## src/rtl/serializador_pkg.sv

```systemverilog
// Shared constants for the serializador transmitter and the registro receiver it feeds.
package serializador_pkg;

   typedef enum logic {
      ST_IDLE  = 1'b0,
      ST_SHIFT = 1'b1
   } estado_t;

   localparam logic DIR_IZQ = 1'b0;
   localparam logic DIR_DER = 1'b1;

   // registro modo field: hold, serial-left, serial-right, parallel load
   localparam logic [1:0] MODO_RETENER = 2'b00;
   localparam logic [1:0] MODO_IZQ     = 2'b01;
   localparam logic [1:0] MODO_DER     = 2'b10;
   localparam logic [1:0] MODO_CARGA   = 2'b11;

endpackage

```

## src/rtl/serializador_contador_bajada.sv

```systemverilog
// Loadable down-counter with enable and zero flag; stops at zero.
module contador_bajada #(
   parameter int W = 3
) (
   input  logic         clk,
   input  logic         reset,
   input  logic         load,
   input  logic         enb,
   input  logic [W-1:0] d,
   output logic [W-1:0] q,
   output logic         zero
);

   always_ff @(posedge clk) begin
      if (reset) begin
         q <= '0;
      end else if (load) begin
         q <= d;
      end else if (enb && (q != '0)) begin
         q <= q - 1'b1;
      end
   end

   assign zero = (q == '0);

endmodule

```

## src/rtl/serializador.sv

```systemverilog
// Parallel-to-serial transmitter feeding registro s_in/enb; one bit per enabled clock.
//
//   state    | meaning
//   ---------+-------------------------------------------------------
//   ST_IDLE  | ready=1, waiting for valid; accept latches d and dir
//   ST_SHIFT | emitting bits on enabled edges; leaves after last bit
module serializador
   import serializador_pkg::*;
#(
   parameter int N = 4,
   localparam int CW = $clog2(N + 1)
) (
   input  logic          clk,
   input  logic          reset,
   input  logic          enb,
   input  logic          dir,
   input  logic          valid,
   input  logic [N-1:0]  d,
   output logic          ready,
   output logic          s_out,
   output logic          s_vld,
   output logic [CW-1:0] cuenta,
   output logic          fin
);

   localparam logic [CW-1:0] CNT_N = CW'(N);

   estado_t        state, state_nx;
   logic [N-1:0]   sr, sr_nx;
   logic           dir_q, dir_nx;
   logic           ready_nx, s_out_nx, s_vld_nx, fin_nx;
   logic           cnt_load, cnt_dec, cnt_zero;

   contador_bajada #(.W(CW)) u_cnt (
      .clk   (clk),
      .reset (reset),
      .load  (cnt_load),
      .enb   (cnt_dec),
      .d     (CNT_N),
      .q     (cuenta),
      .zero  (cnt_zero)
   );

   always_ff @(posedge clk) begin
      if (reset) begin
         state <= ST_IDLE;
         sr    <= '0;
         dir_q <= DIR_IZQ;
         ready <= 1'b1;
         s_out <= 1'b0;
         s_vld <= 1'b0;
         fin   <= 1'b0;
      end else begin
         state <= state_nx;
         sr    <= sr_nx;
         dir_q <= dir_nx;
         ready <= ready_nx;
         s_out <= s_out_nx;
         s_vld <= s_vld_nx;
         fin   <= fin_nx;
      end
   end

   always_comb begin
      state_nx = state;
      sr_nx    = sr;
      dir_nx   = dir_q;
      ready_nx = ready;
      s_out_nx = s_out;
      s_vld_nx = 1'b0;
      fin_nx   = 1'b0;
      cnt_load = 1'b0;
      cnt_dec  = 1'b0;
      case (state)
         ST_IDLE: begin
            ready_nx = 1'b1;
            s_out_nx = 1'b0;
            if (valid) begin
               sr_nx    = d;
               dir_nx   = dir;
               cnt_load = 1'b1;
               ready_nx = 1'b0;
               state_nx = ST_SHIFT;
            end
         end
         ST_SHIFT: begin
            ready_nx = 1'b0;
            // cuenta reaching zero means the last bit is already on the line
            if (cnt_zero) begin
               state_nx = ST_IDLE;
               fin_nx   = 1'b1;
               ready_nx = 1'b1;
               s_out_nx = 1'b0;
            end else if (enb) begin
               s_vld_nx = 1'b1;
               cnt_dec  = 1'b1;
               if (dir_q == DIR_IZQ) begin
                  s_out_nx = sr[N-1];
                  sr_nx    = {sr[N-2:0], 1'b0};
               end else begin
                  s_out_nx = sr[0];
                  sr_nx    = {1'b0, sr[N-1:1]};
               end
            end
         end
         default: state_nx = ST_IDLE;
      endcase
   end

endmodule

```

## config.mk

```make
export PLATFORM = sky130hd
export DESIGN_NAME = serializador
export DESIGN_NICKNAME = d
export VERILOG_FILES = /design/src/rtl/serializador_pkg.sv /design/src/rtl/serializador_contador_bajada.sv /design/src/rtl/serializador.sv
export SDC_FILE = /design/constraint.sdc
export NUM_CORES = 1
export LEC_CHECK = 0
export ABC_AREA = 1
export CAP_MARGIN = 20
export CORE_ASPECT_RATIO = 0.9
export CORE_MARGIN = 2
export CORE_UTILIZATION = 36
export CTS_BUF_LIST = sky130_fd_sc_hd__clkbuf_4
export DETAILED_ROUTE_END_ITERATION = 12
export PLACE_DENSITY_LB_ADDON = 0.05
export SYNTH_ARGS = -nofsm -noshare
export SYNTH_HDL_FRONTEND = slang
export SYNTH_SLANG_ARGS = --single-unit
```

## constraint.sdc

```tcl
create_clock -name clk -period 1.66 [get_ports clk]
set_input_delay 0.166 -clock clk [delete_from_list [all_inputs] [get_ports clk]]
set_output_delay 0.166 -clock clk [all_outputs]
set_load 0.02 [all_outputs]
```

==> results.cfg <==
[pwr]
pwr-share-clk_pct = 31.8
combPwrFrac_pct = 18.8
power.density_nw_per_um2 = 831.0
p_leak_uw = 0.0003616
power_uw = 697.7
pwr-share-seq_pct = 49.4
switching_share_pct = 28.21
intPower_uw = 500.9
p_sw_uw = 196.8
worst_ir_drop_vdd_uv = 411.3

[sta]
hold_slack_ns = 0.4827
fin_tns_setup_ns = 0
relSlewSlack_pct = 81.58
setup_slack_ns = 0.2261
finalCritPeriodShare_pct = 86.38
setup_viol = 0
skew_ns = 0.002428
hold_viol = 0
post-route-min-period_ns = 1.434
slew_violations = 0
fmax_ghz = 0.6974
grt_setup_unrepaired = no
tightest_slew_ns = 0.2760

[place]
portBuffers = 15
gp_congestion = 0.8018
dp.cells = 126
dp_hpwl_um = 909.9
place_ws_ns = 0.2296

[floorplan]
io_pins = 16
dieArea_um2 = 2111
die_h_um = 43.79
core_um2 = 1664
num_rows = 14
initial_core_util_pct = 38.05
die_w_um = 48.21

[setup_path]
worstPathMaxFanout = 9
rr_startpoint = u_cnt.q[0]
startpoint_type = flip-flop
cp-end-kind = flip-flop
worstPathRequired_ns = 1.85
crit_arrival_ns = 1.62
cp-startpoint = u_cnt.q[0]
path_class = flip-flop to flip-flop

[logic_synthesis]
syn_area_per_cell_um2 = 7.277
synth_nets = 98
syn-instance-count = 87
ys_seq_elements = 13
yosys_warnings = 0
ys_seq_area_share_pct = 41.11
synth_area_um2 = 633.1
yosysUniqueCellTypes = 17

[detailed_routing]
drcViolationCount = 0
vias_per_cell = 4.415
routed_wirelength_mm = 1.255
drtPass1Iterations = 4
drt_iter0_drc = 11
vias = 574
avgRoutedWirePerCell_um = 9.654
route.antenna.remaining_nets = 0

[global_routing]
grt_use_total_pct = 15.20
overflow = 0
grt_max_degree = 11
grt_pass1_vias = 522
antenna_found_initial = 0
grt_pass1_wl_mm = 2.214

[clock_network]
ctsHoldBuffers = 0
cts-root-buf = clkbuf_4
cts_buffer_depth = 2
postCtsSetupBuffers = 0
cts_num_sinks = 13
cts_tree = done
clkTransAtPathRegs_ns = 0.09
h-tree-depth = 1
clk_latency_ns = 0.28
cts_resized = 0
cts_buffers = 3

[status]
status = finished, final reports clean

[job]
drv_cap = 0

[hold_path]
hp-start = u_cnt.q[1]
hold_class = flip-flop to flip-flop

[final_layout]
final_cells = 130
nets = 118
drive_gt1_share_pct = 9.434
diodes = 0
syn_to_final_growth_pct = 32.61
## Yosys cell counts (all sizes together)
cell type | instances | area share (%)
nand2 | 25 | 17
dfxtp | 13 | 41
inv | 12 | 7.1
nand3 | 12 | 11
nor2 | 9 | 6.5
a21oi | 3 | 2.4
nand3b | 3 | 3.6
o21ai | 3 | 2.4
clkinv | 2 | 1.2
ha | 2 | 4.0
buf | 1 | 1.8
nand4 | 1 | 0.99
nor3 | 1 | 0.79
## flip-flops by register name, summed over array words and instances (netlist names)
signal / cells
u_cnt.q: 3
dir_q: 1
s_vld: 1
sr: 4
ready: 1
state: 1
fin: 1
s_out: 1
## per-layer routing
| metal | global-route usage (%) | share of wire, % | vias to the layer above |
|---|---|---|---|
| li1 | - | - | 312 |
| met1 | 19.14 | 47 | 247 |
| met2 | 21.58 | 45 | 13 |
| met3 | 7.500 | 5.7 | 2 |
| met4 | 6.486 | 1.5 | 0 |
| met5 | 0 | 0 | - |
## kinds of logic after synthesis
| family | after synthesis | synth area share (%) |
|---|---|---|
| flops | 13 | 41.11 |
| simple gates | 51 | 40.12 |
| buf+inv | 15 | 10.08 |
| compound gates | 6 | 4.742 |
| fa+ha+maj | 2 | 3.952 |
## cells in the final DEF, fill, tap and decap left out, drive strengths merged, types with 2 or more instances in the layout
cell	n
ha	2
clkdlybuf4s50	15
dfxtp	13
a21oi	3
clkinv	2
nand2	25
inv	12
nand3	12
o21ai	3
nand3b	3
nor2	9
clkbuf	4
## cell type report
type	instances	area (um2)
clock buffers	4	30.03
fillers	164	824.5
inverters	14	52.55
multi-input cells	59	309.0
flip-flops and latches	13	260.3
well taps	24	30.03
repair buffers	16	157.7
## final timing paths
check / endpoint / slack [ns] / cells after the start
max: u_cnt.q[2] / 0.23 / 9
min: u_cnt.q[1] / 0.48 / 2
max reg2reg: u_cnt.q[2] / 0.23 / 9
min reg2reg: u_cnt.q[1] / 0.48 / 2
## power by group through the flow
stage / clock [uW] / combinational [uW] / sequential [uW]
finish: 222 / 131 / 345
global route: 241 / 149 / 348
CTS: 224 / 132 / 345
detailed placement: 0 / 132 / 352
global placement: 0 / 133 / 352
floorplan: 0 / 77.0 / 357
## per-stage QoR
stage               cell area (um2)  util [%]
detailed placement            809.5     48.65
global placement              809.5     48.65
global route                  839.6     50.45
CTS                           839.6     50.45
floorplan                     633.1         -
finish                        839.6     50.45
## critical path: stages, from the launching register on
cell and delay [ns]:
dfxtp_1 0.35, inv_1 0.06, ha_1 0.19, ha_1 0.17
inv_1 0.13, nand3_4 0.16, nand2_1 0.09, nand3_1 0.07
nand2_1 0.06, inv_1 0.04
Power figures use the tool's default switching activity.
